## config.mk

```make
export PLATFORM = sky130hd
export DESIGN_NAME = mojo_avr_uart
export DESIGN_NICKNAME = d
export VERILOG_FILES = /design/src/rtl/mojo_avr_uart.sv
export SDC_FILE = /design/constraint.sdc
export NUM_CORES = 1
export LEC_CHECK = 0
export ABC_CLOCK_PERIOD_IN_PS = 4170
export CAP_MARGIN = 25
export CORE_UTILIZATION = 61
export DETAILED_ROUTE_END_ITERATION = 8
export PLACE_DENSITY = 0.94
export SLEW_MARGIN = 20
export SYNTH_ARGS = -nofsm -noshare
export SYNTH_HDL_FRONTEND = slang
export SYNTH_SLANG_ARGS = --single-unit
export TNS_END_PERCENT = 100
```

## constraint.sdc

```tcl
create_clock -name clk -period 4.17 [get_ports clk]
set_input_delay 0.834 -clock clk [delete_from_list [all_inputs] [get_ports clk]]
set_output_delay 0.834 -clock clk [all_outputs]
set_load 0.005 [all_outputs]
```

## src/rtl/mojo_avr_uart.sv

```systemverilog
// 8N1 UART between the FPGA fabric and the Mojo V3 AVR, with busy flow control on TX.
// Define AVR_UART_TX_FIFO_EN for a 4-entry TX FIFO; otherwise a single holding register.
module mojo_avr_uart #(
    parameter int CLKS_PER_BIT = 100
) (
    input  logic       clk,
    input  logic       rst_n,
    input  logic       avr_tx,
    output logic       avr_rx,
    input  logic       avr_rx_busy,
    input  logic [7:0] tx_data,
    input  logic       tx_valid,
    output logic       tx_ready,
    output logic [7:0] rx_data,
    output logic       rx_valid,
    output logic       rx_frame_err
);

    localparam int CW = $clog2(CLKS_PER_BIT);
    localparam logic [CW-1:0] BIT_LAST  = CW'(CLKS_PER_BIT - 1);
    localparam logic [CW-1:0] HALF_LAST = CW'(CLKS_PER_BIT / 2 - 1);

    generate
        if (CLKS_PER_BIT < 4) begin : g_bad_cfg
            $error("mojo_avr_uart: CLKS_PER_BIT must be >= 4");
        end
    endgenerate

    // Synchronisers reset to the idle/busy level so nothing moves until real pin values arrive.
    logic [1:0] rx_sync_q;
    logic       rx_prev_q;
    logic [1:0] busy_sync_q;
    logic       rx_line;
    logic       busy_s;

    always_ff @(posedge clk or negedge rst_n) begin
        if (!rst_n) begin
            rx_sync_q   <= 2'b11;
            rx_prev_q   <= 1'b1;
            busy_sync_q <= 2'b11;
        end else begin
            // NOTE: non-blocking assignments make every flop sample the pre-edge value, so the chain really is two stages.
            rx_sync_q   <= {rx_sync_q[0], avr_tx};
            rx_prev_q   <= rx_sync_q[1];
            busy_sync_q <= {busy_sync_q[0], avr_rx_busy};
        end
    end

    assign rx_line = rx_sync_q[1];
    assign busy_s  = busy_sync_q[1];

    logic       tx_push;
    logic       tx_pop;
    logic       buf_empty;
    logic [7:0] buf_data;

    assign tx_push = tx_valid && tx_ready;

`ifdef AVR_UART_TX_FIFO_EN
    logic [7:0] fifo_mem [4];
    logic [1:0] wr_ptr_q;
    logic [1:0] rd_ptr_q;
    logic [2:0] count_q;

    // NOTE: storage is deliberately not reset; count_q alone decides which entries are meaningful.
    always_ff @(posedge clk) begin
        if (tx_push) fifo_mem[wr_ptr_q] <= tx_data;
    end

    always_ff @(posedge clk or negedge rst_n) begin
        if (!rst_n) begin
            wr_ptr_q <= '0;
            rd_ptr_q <= '0;
            count_q  <= '0;
        end else begin
            if (tx_push) wr_ptr_q <= wr_ptr_q + 2'd1;
            if (tx_pop)  rd_ptr_q <= rd_ptr_q + 2'd1;
            case ({tx_push, tx_pop})
                2'b10:   count_q <= count_q + 3'd1;
                2'b01:   count_q <= count_q - 3'd1;
                default: count_q <= count_q;
            endcase
        end
    end

    assign tx_ready  = (count_q < 3'd4);
    assign buf_empty = (count_q == 3'd0);
    assign buf_data  = fifo_mem[rd_ptr_q];
`else
    logic [7:0] hold_q;
    logic       hold_full_q;

    always_ff @(posedge clk or negedge rst_n) begin
        if (!rst_n) begin
            hold_q      <= '0;
            hold_full_q <= 1'b0;
        end else if (tx_push) begin
            hold_q      <= tx_data;
            hold_full_q <= 1'b1;
        end else if (tx_pop) begin
            hold_full_q <= 1'b0;
        end
    end

    assign tx_ready  = !hold_full_q;
    assign buf_empty = !hold_full_q;
    assign buf_data  = hold_q;
`endif

    typedef enum logic [1:0] {TX_IDLE, TX_START, TX_DATA, TX_STOP} tx_state_e;

    tx_state_e     tx_state_q, tx_state_d;
    logic [CW-1:0] tx_cnt_q, tx_cnt_d;
    logic [2:0]    tx_bit_q, tx_bit_d;
    logic [7:0]    tx_shift_q, tx_shift_d;
    logic          tx_line_d;
    logic          avr_rx_q;
    logic          tx_bit_end;

    assign tx_bit_end = (tx_cnt_q == BIT_LAST);

    always_comb begin
        // NOTE: every output of this block gets a default first, so no path can infer a latch.
        tx_state_d = tx_state_q;
        tx_cnt_d   = tx_bit_end ? '0 : tx_cnt_q + 1'b1;
        tx_bit_d   = tx_bit_q;
        tx_shift_d = tx_shift_q;
        tx_line_d  = 1'b1;
        tx_pop     = 1'b0;
        case (tx_state_q)
            TX_IDLE: begin
                tx_cnt_d = '0;
                if (!buf_empty && !busy_s) begin
                    tx_pop     = 1'b1;
                    tx_shift_d = buf_data;
                    tx_bit_d   = '0;
                    tx_state_d = TX_START;
                end
            end
            TX_START: begin
                tx_line_d = 1'b0;
                if (tx_bit_end) tx_state_d = TX_DATA;
            end
            TX_DATA: begin
                tx_line_d = tx_shift_q[0];
                if (tx_bit_end) begin
                    tx_shift_d = {1'b0, tx_shift_q[7:1]};
                    tx_bit_d   = tx_bit_q + 3'd1;
                    if (tx_bit_q == 3'd7) tx_state_d = TX_STOP;
                end
            end
            TX_STOP: begin
                if (tx_bit_end) tx_state_d = TX_IDLE;
            end
            default: tx_state_d = TX_IDLE;
        endcase
    end

    // The line register lags the state by one cycle, giving the two-edge accept-to-start latency.
    always_ff @(posedge clk or negedge rst_n) begin
        if (!rst_n) begin
            tx_state_q <= TX_IDLE;
            tx_cnt_q   <= '0;
            tx_bit_q   <= '0;
            tx_shift_q <= '0;
            avr_rx_q   <= 1'b1;
        end else begin
            tx_state_q <= tx_state_d;
            tx_cnt_q   <= tx_cnt_d;
            tx_bit_q   <= tx_bit_d;
            tx_shift_q <= tx_shift_d;
            avr_rx_q   <= tx_line_d;
        end
    end

    assign avr_rx = avr_rx_q;

    typedef enum logic [2:0] {RX_IDLE, RX_START, RX_DATA, RX_STOP, RX_WAIT_HIGH} rx_state_e;

    rx_state_e     rx_state_q, rx_state_d;
    logic [CW-1:0] rx_cnt_q, rx_cnt_d;
    logic [2:0]    rx_bit_q, rx_bit_d;
    logic [7:0]    rx_shift_q, rx_shift_d;
    logic [7:0]    rx_data_q, rx_data_d;
    logic          rx_valid_q, rx_valid_d;
    logic          rx_err_q, rx_err_d;
    logic          rx_bit_end;

    assign rx_bit_end = (rx_cnt_q == BIT_LAST);

    always_comb begin
        rx_state_d = rx_state_q;
        rx_cnt_d   = rx_bit_end ? '0 : rx_cnt_q + 1'b1;
        rx_bit_d   = rx_bit_q;
        rx_shift_d = rx_shift_q;
        rx_data_d  = rx_data_q;
        rx_valid_d = 1'b0;
        rx_err_d   = 1'b0;
        case (rx_state_q)
            RX_IDLE: begin
                rx_cnt_d = '0;
                if (rx_prev_q && !rx_line) rx_state_d = RX_START;
            end
            RX_START: begin
                // Half a bit in: from here on every sample lands at a bit centre.
                if (rx_cnt_q == HALF_LAST) begin
                    rx_cnt_d = '0;
                    rx_bit_d = '0;
                    rx_state_d = rx_line ? RX_IDLE : RX_DATA;
                end
            end
            RX_DATA: begin
                if (rx_bit_end) begin
                    rx_shift_d = {rx_line, rx_shift_q[7:1]};
                    rx_bit_d   = rx_bit_q + 3'd1;
                    if (rx_bit_q == 3'd7) rx_state_d = RX_STOP;
                end
            end
            RX_STOP: begin
                if (rx_bit_end) begin
                    if (rx_line) begin
                        rx_data_d  = rx_shift_q;
                        rx_valid_d = 1'b1;
                        rx_state_d = RX_IDLE;
                    end else begin
                        rx_err_d   = 1'b1;
                        rx_state_d = RX_WAIT_HIGH;
                    end
                end
            end
            RX_WAIT_HIGH: begin
                rx_cnt_d = '0;
                if (rx_line) rx_state_d = RX_IDLE;
            end
            default: rx_state_d = RX_IDLE;
        endcase
    end

    always_ff @(posedge clk or negedge rst_n) begin
        if (!rst_n) begin
            rx_state_q <= RX_IDLE;
            rx_cnt_q   <= '0;
            rx_bit_q   <= '0;
            rx_shift_q <= '0;
            rx_data_q  <= '0;
            rx_valid_q <= 1'b0;
            rx_err_q   <= 1'b0;
        end else begin
            rx_state_q <= rx_state_d;
            rx_cnt_q   <= rx_cnt_d;
            rx_bit_q   <= rx_bit_d;
            rx_shift_q <= rx_shift_d;
            rx_data_q  <= rx_data_d;
            rx_valid_q <= rx_valid_d;
            rx_err_q   <= rx_err_d;
        end
    end

    assign rx_data      = rx_data_q;
    assign rx_valid     = rx_valid_q;
    assign rx_frame_err = rx_err_q;

endmodule

```

### Yosys cells after proc, flatten, opt, wreduce, memory -nomap -nowiden

Cells that the tools add are included.

* reduce and logical (&&, ||, !) cells: 18
* add/sub/neg operators: 4
* equality and inequality tests: 23
* muxes and demuxes: 40

Operator list (count)
* $mux 3: 11
* $mux 7: 4
* $ne 2x2->1 const B: 11
* $mux 8: 2
* $pmux 8 s2: 1
* $pmux 3 s5: 1
* $add 7x1->7 const B: 2
* $eq 7x7->1 const B: 2
* $pmux 7 s2: 1
* $mux 2: 6
* $pmux 3 s2: 2
* $mux 1: 10
* $eq 3x3->1 const B: 3
* $reduce_and 3->1: 3
* $pmux 2 s4: 1
* $eq 7x6->1 const B: 1
* $add 3x1->3 const B: 2
* $eq 3x2->1 const B: 2
* $reduce_and 6->1: 1
* $reduce_bool 2->1: 3
* $reduce_and 5->1: 1
* $eq 2x2->1 const B: 2
* $eq 3x1->1 const B: 1
* $logic_and 1x1->1: 3
* 7 further kinds: 9

* output and inout port bits: 12
* word-level logic and storage cells: 102
* bits in registers: 66

### Longest topological paths before layout

Gate-level depths: netlist of the first run.

* word-level depth: 6
* mapped depth: 7

### Least setup slack after synthesis of the first run

Ideal clock, no wire load.

* path kind: reg-to-reg
* start point: register tx_state_q[0]
* end point: register tx_shift_q[5]
* period minus slack after synthesis: 1817 ps
* cell stages (with the launch flop): 7
* arrival time: 1693 ps
* setup slack: 2353 ps
* path through: dfrtp_1 -> inv_1 -> ha_1 -> clkbuf_1 -> buf_2 -> mux2_2 -> mux2_2

* cells in the longest elaborated chain, start to end: 3

Ends and longest elaborated chain
* start, declared: RTL line 112 `tx_state_e tx_state_q, tx_state_d;`
* start signal, assigned: RTL line 168 `tx_state_q <= tx_state_d;`
* $eq 2x2->1 / $logic_not 2->1 (equally long branches): RTL line 130 `case (tx_state_q)`
* $ne 2x2->1 (no source line) / $reduce_bool 2->1 (equally long branches)
* $reduce_and 3->1 (no source line)
* end signal, assigned: RTL line 171 `tx_shift_q <= tx_shift_d;`
* end, declared: RTL line 115 `logic [7:0] tx_shift_q, tx_shift_d;`

Several ways; a longest one is shown, not always the timed one.
A chain may end at the register's enable or synchronous reset.

### Worst setup path after layout of the first run

* start point: register tx_state_q[0]
* end point: register tx_shift_q[6]

The elaborated chain is that of the path after synthesis.

==> results_dict.tcl, run 1 <==
set metrics [dict create \
    run_status "complete, no violations" \
    placeableCoreArea_um2 4690 \
    internal_power_component_mw 1.30 \
    grt.busiest_layer "met2" \
    synth.lib_cells_used.distinct 39 \
    slew_at_the_pin_closest_to_its_max_slew_limit_ns 0.727 \
    drt-total-wl_um 5370 \
    fp.dieArea_um2 5150 \
    power.net_switching_uw 439 \
    initial_core_util_pct 63.3 \
    place_hpwl_um 3450 \
    via_count 1825 \
    num_cts_buffers 9 \
    floorplan.rows 25 \
    synth_warnings 0 \
    clock_input_transition_at_the_sequential_cells_of_the_worst_setup_and_hold_paths_ns 0.07 \
    rsz0062_at_grt "no" \
    finClkSkew_ns 0.00948 \
    die_w_um 71.8 \
    drt.antenna.violating_nets 0 \
    total_routing_usage_reported_by_global_routing_pct 24.1 \
    synth-seq-cells 66 \
    cts_htree_levels 3 \
    static-leakage-power_nw 1.64 \
    synth_edf_count 0 \
    holdCritPathClass "reg2reg" \
    antenna_cells 0 \
    grt_antenna_before_repair 0 \
    required_time_at_the_endpoint_of_the_critical_path_ns 4.39 \
    number_of_hold_violations_in_the_final_report 0 \
    drive_gt1_share_pct 27.1 \
    viasPerCell 5.65 \
    netlist_instances 232 \
    synth_area_um2 2970 \
    cp_data_arrival_time_ns 2.53 \
    setup_total_negative_slack_ns 0 \
    reg2reg_slack_ns 1.86 \
    layout-area-overhead-vs-synth_pct 19.6 \
    power-per-cell-area_nw_per_um2 490 \
    postSynth.topFlopCell "dfrtp_1" \
    worstSetupStartpointType "flip-flop" \
    globalRoute.totalOverflow 0 \
    initialDrtViolationCount 84 \
    cts.path.max_buffers 2 \
    criticalPathCategory "reg2reg" \
    final_period_minus_worst_setup_slack_ns 2.31 \
    global_route.usage.met3_pct 6.89 \
    grt_max_degree 45 \
    i_o_pin_count 25 \
    post_cts.repair.setup_buffers 0 \
    final_min_period_over_clock_period_pct 55.5 \
    clock_latency_ns 0.34 \
    wl_per_cell_um 16.6 \
    hp-start "rx_sync_q[0]" \
    yosysSeqAreaShare_pct 55.9 \
    report.final.slew_viol_count 0 \
    combinational_fraction_of_design_power_pct 13.3 \
    mappedNetlistNets 256 \
    avgSynthCellArea_um2 12.8 \
    max_slew_headroom_pct 51.5 \
    worst-path-max-fanout 18 \
    detail_route.drc_violations 0 \
    cts_hold_buffers 0 \
    numPlacedInstances 306 \
    clock-root-buffer "clkbuf_8" \
    first_pass_grt_wire_length_um 8910 \
    reg2reg_depth 5 \
    cts.sink_count 66 \
    grt_pass1_vias 1853 \
    maximum_resistive_drop_on_vdd_mv 0.424 \
    power.sequential.fraction_pct 46.1 \
    i_o_buffers 24 \
    timing.max_cap.violations 0 \
    max_freq_mhz 432 \
    place.gp.congestion 0.798 \
    clock_tree_from_tritoncts "built" \
    setup_violations 0 \
    grt.met1_usage_pct 29.3 \
    worst_setup_path_startpoint "tx_state_q[0]" \
    design.final.nets 288 \
    rr_endpoint "tx_shift_q[6]" \
    worstSetupEndpoint "tx_shift_q[6]" \
    switching_power_as_a_share_of_total_power_pct 25.3 \
    layoutNonFillerInstCount 323 \
    post_cts_resize_count 0 \
    drtPass1Iterations 4 \
    rr_startpoint "tx_state_q[0]" \
    yosys.area.top_type_share_pct 50.6 \
    leading_area_contributor_after_synthesis "dfrtp_1" \
    die_height_um 71.8 \
    top_post_synthesis_cells_by_area "dfrtp_1 51%, mux2_2 14%, dfstp_2 5.3%" \
    use_met2_pct 39.8 \
    synth-async-reset-ratio_pct 100 \
    worst_setup_path_end_kind "flip-flop" \
    power.share.clock_pct 40.6 \
]
## layer usage
layer,wire (µm),up-vias
li1,-,875
met1,2390,913
met2,2780,28
met3,102,9
met4,104,0
met5,0,-
## placed cells by master, fill, tap and decap left out, types with 7 or more instances in the layout
| cell type | synthesis | layout |
|---|---|---|
| nand2_1 | 7 | 7 |
| nor2_1 | 20 | 20 |
| inv_1 | 12 | 12 |
| mux2_2 | 38 | 38 |
| clkdlybuf4s50_1 | 0 | 23 |
| dfrtp_1 | 60 | 60 |
| nand3_1 | 11 | 11 |
| ha_1 | 11 | 11 |
| clkbuf_8 | 0 | 9 |
## layout make-up
cell class                 instances  area, µm²
multi-input combinational        149       1240
sequential                        66       1660
fill                             288       1140
tap                               54       67.6
clock buffer                       9        124
timing repair buffer              26        270
inverter                          12       45.0
clock inverter                     7        141
## through the flow
step                worst slack, ns  power, mW  hold slack [ns]  util, %  instance area [µm²]
finish                         1.86       1.74            0.362     75.7                 3550
global route                   1.78       1.81            0.368     75.7                 3550
global placement               1.83       1.01            0.346     69.4                 3260
floorplan                      2.35      0.960            0.345        -                 2970
CTS                            1.90       1.74            0.362     75.1                 3520
detailed placement             1.77       1.03            0.351     69.4                 3260
## how the worst min path moves through the flow
| stage | to | slack [ns] | depth (start not counted) |
|---|---|---|---|
| after floorplan | busy_sync_q[1] | 0.35 | 0 |
| after global placement | rx_sync_q[1] | 0.35 | 0 |
| after detailed placement | rx_sync_q[1] | 0.35 | 0 |
| after CTS | rx_sync_q[1] | 0.36 | 0 |
| after global routing | rx_sync_q[1] | 0.37 | 0 |
| final | rx_sync_q[1] | 0.36 | 0 |
## state kept, by name, indices dropped and copies added, names as in the netlist, 2 cells and up
name         flops
rx_shift_q       8
busy_sync_q      2
tx_bit_q         3
tx_shift_q       8
tx_cnt_q         7
rx_cnt_q         7
rx_state_q       3
buf_data         8
rx_bit_q         3
rx_data          8
tx_state_q       2
rx_sync_q        2
## worst max-delay path: stages, from the launching register on
cell and delay, ns:
dfrtp_1 0.43, inv_1 0.12, ha_1 0.64, nand3_1 0.26
a21oi_4 0.35, mux2_2 0.39
## cell families after synthesis
logic type | Yosys count | share of synthesized area [%]
DFF | 66 | 55.9
AOI/OAI and AO/OA | 24 | 6.15
xor gates and xnor gates | 10 | 2.95
buffers and inverters | 17 | 2.28
adders and majority gates | 11 | 4.64
muxes | 44 | 16.4
and+or+nand+nor | 60 | 11.7
## cells in the mapped netlist (2+ instances only)
| cell | number |
|---|---|
| xor2_1 | 4 |
| o21bai_1 | 2 |
| mux2i_1 | 6 |
| nor2_1 | 20 |
| buf_2 | 3 |
| xnor2_1 | 6 |
| mux2_2 | 38 |
| nor3_1 | 2 |
| dfstp_2 | 6 |
| and3_1 | 2 |
| nand2b_1 | 2 |
| nand2_1 | 7 |
| a21oi_1 | 6 |
| a2bb2oi_1 | 2 |
| inv_1 | 12 |
| and4bb_2 | 3 |
| dfrtp_1 | 60 |
| nand3_1 | 11 |
| clkbuf_1 | 2 |
| ha_1 | 11 |
| o21ai_0 | 2 |
| a22o_1 | 5 |
| nor2b_1 | 4 |
## power groups by stage
stage / sequential, mW / clock [mW] / combinational, mW
after floorplan: 0.773 / 0 / 0.188
after global placement: 0.806 / 0 / 0.208
after detailed placement: 0.811 / 0 / 0.223
after CTS: 0.802 / 0.713 / 0.230
after global routing: 0.815 / 0.738 / 0.261
final: 0.801 / 0.705 / 0.232
Power figures use the tool's default switching activity.
==> inputs of run 2 (changes only) <==
--- a/config.mk
+++ b/config.mk
@@ -5,11 +5,11 @@
 export SDC_FILE = /design/constraint.sdc
 export NUM_CORES = 1
 export LEC_CHECK = 0
-export ABC_CLOCK_PERIOD_IN_PS = 4170
+export ABC_CLOCK_PERIOD_IN_PS = 1900
 export CAP_MARGIN = 25
-export CORE_UTILIZATION = 61
+export CORE_UTILIZATION = 52
 export DETAILED_ROUTE_END_ITERATION = 8
-export PLACE_DENSITY = 0.94
+export PLACE_DENSITY = 0.87
 export SLEW_MARGIN = 20
 export SYNTH_ARGS = -nofsm -noshare
 export SYNTH_HDL_FRONTEND = slang
==> constraint.sdc (replaced) <==
create_clock -name clk -period 1.9 [get_ports clk]
set_input_delay 0.38 -clock clk [delete_from_list [all_inputs] [get_ports clk]]
set_output_delay 0.38 -clock clk [all_outputs]
set_load 0.005 [all_outputs]
==> results_dict.tcl, run 2 (synthesis gave the netlist of run 1 again) <==
set metrics [dict create \
    run_status "complete, no violations" \
    hold-worst-slack_ns 0.0403 \
    initial_core_util_pct 53.9 \
    slowest_delay_ns 0.38 \
    worst-path-max-fanout 7 \
    drtPass1Iterations 4 \
    holdCritPathClass "in2async" \
    rr_endpoint "tx_shift_q[6]" \
    place.gp.congestion 0.773 \
    drive_gt1_share_pct 28.3 \
    clock_input_transition_at_the_sequential_cells_of_the_worst_setup_and_hold_paths_ns 0.07 \
    via_count 1846 \
    setup_total_negative_slack_ns 0 \
    die_height_um 77.6 \
    slew_at_the_pin_closest_to_its_max_slew_limit_ns 0.435 \
    cts.sink_count 66 \
    die_w_um 77.6 \
    detail_route.drc_violations 0 \
    wl_per_cell_um 15.1 \
    layout_commonest_cell "dfrtp_1" \
    worstSetupEndpoint "tx_shift_q[6]" \
    place_hpwl_um 3290 \
    timing.max_cap.violations 0 \
    globalRoute.totalOverflow 0 \
    cp_data_arrival_time_ns 2.09 \
    most_used_cells_in_the_layout_excluding_fill_and_tap_cells "60 x dfrtp_1, 38 x mux2_2, 23 x clkdlybuf4s50_1" \
    use_met2_pct 30.9 \
    grt_max_degree 67 \
    grt_pass1_vias 1891 \
    cts.path.max_buffers 2 \
    reg2reg_depth 5 \
    reg2reg_slack_ns 0.03 \
    grt_antenna_before_repair 0 \
    floorplan.rows 27 \
    required_time_at_the_endpoint_of_the_critical_path_ns 2.12 \
    i_o_pin_count 25 \
    cts_htree_levels 3 \
    clock_latency_ns 0.33 \
    power-per-cell-area_nw_per_um2 1030 \
    drt.antenna.violating_nets 0 \
    crit_chain "ha_1 > and4bb_2 > nand3_1 > a21oi_4 > mux2_2" \
    critical-path-slowest-cell "mux2_2" \
    num_cts_buffers 9 \
    grt.busiest_layer "met2" \
    design.final.nets 291 \
    criticalPathCategory "reg2reg" \
    placeableCoreArea_um2 5510 \
    initialDrtViolationCount 95 \
    report.final.slew_viol_count 0 \
    total_routing_usage_reported_by_global_routing_pct 19.5 \
    static-leakage-power_nw 1.64 \
    rr_startpoint "tx_cnt_q[0]" \
    final_min_period_over_clock_period_pct 98.2 \
    i_o_buffers 24 \
    global_route.usage.met3_pct 4.94 \
    antenna_cells 0 \
    worst_setup_path_startpoint "tx_cnt_q[0]" \
    first_pass_grt_wire_length_um 8870 \
    viasPerCell 5.37 \
    cts_hold_buffers 0 \
    grt.met1_usage_pct 24.8 \
    dpl_ws_ns 0.110 \
    layout-area-overhead-vs-synth_pct 20.4 \
    finClkSkew_ns 0.00434 \
    setup_violations 0 \
    number_of_hold_violations_in_the_final_report 0 \
    worst_setup_path_end_kind "flip-flop" \
    worstSetupStartpointType "flip-flop" \
    max_slew_headroom_pct 70.9 \
    timing.final.ws_setup_ns 0.0347 \
    final_period_minus_worst_setup_slack_ns 1.87 \
    clock-root-buffer "clkbuf_8" \
    fp.dieArea_um2 6020 \
    max_freq_mhz 536 \
    clock_tree_from_tritoncts "built" \
    maximum_resistive_drop_on_vdd_mv 0.644 \
    drt-total-wl_um 5200 \
]
==> run 2: power breakdown <==
group,total (mW),internal [mW],switching (mW),leakage [nW]
Clock,1.43,0.884,0.550,0.118
Combinational,0.502,0.271,0.230,0.684
Sequential,1.75,1.58,0.174,0.838
==> run 2: worst min-delay path by stage <==
stage                          end  depth (start not counted)
floorplan              buf_data[0]                          0
global placement    busy_sync_q[1]                          0
detailed placement  busy_sync_q[1]                          0
CTS                    rx_cnt_q[6]                          2
global route           rx_cnt_q[0]                          2
finish                 rx_cnt_q[2]                          2
==> run 2: timing repair <==
action / in CTS / in global routing
buffers inserted: 0 / 1
endpoints found under the setup margin: 0 / 7
resized for setup: 0 / 1
==> run 2: stage by stage <==
stage	cell area [µm²]	util, %	cells	total power, mW
6_report	3570	64.9	344	3.69
5_1_grt	3570	64.9	344	3.86
4_1_cts	3560	64.7	343	3.72
3_5_place_dp	3310	60.2	327	2.26
3_3_place_gp	3310	60.2	327	2.24
2_1_floorplan	2970	-	232	2.11
==> run 2: final cells by class <==
cell class,count,area [µm²]
multi-input cells,149,1240
well taps,72,90.1
repair buffers,29,285
clock buffers,9,124
flip-flops and latches,66,1660
clock inverters,7,125
fillers,394,1930
inverters,12,45.0
==> run 2: routing by layer <==
metal / part of all wire (%) / wire, µm / vias to the layer above
li1: - / - / 878
met1: 45 / 2350 / 919
met2: 49 / 2560 / 41
met3: 3.5 / 181 / 8
met4: 1.9 / 101 / 0
met5: 0 / 0 / -
==> run 2: worst max-delay path, delay by kind of cell, from the launching register on <==
family | cells | cell delay (ns)
AO/OA/AOI/OAI | 1 | 0.31
multiplexers | 1 | 0.38
flip-flops | 1 | 0.37
adder cells (fa/ha/maj) | 1 | 0.23
AND/OR/NAND/NOR | 2 | 0.45
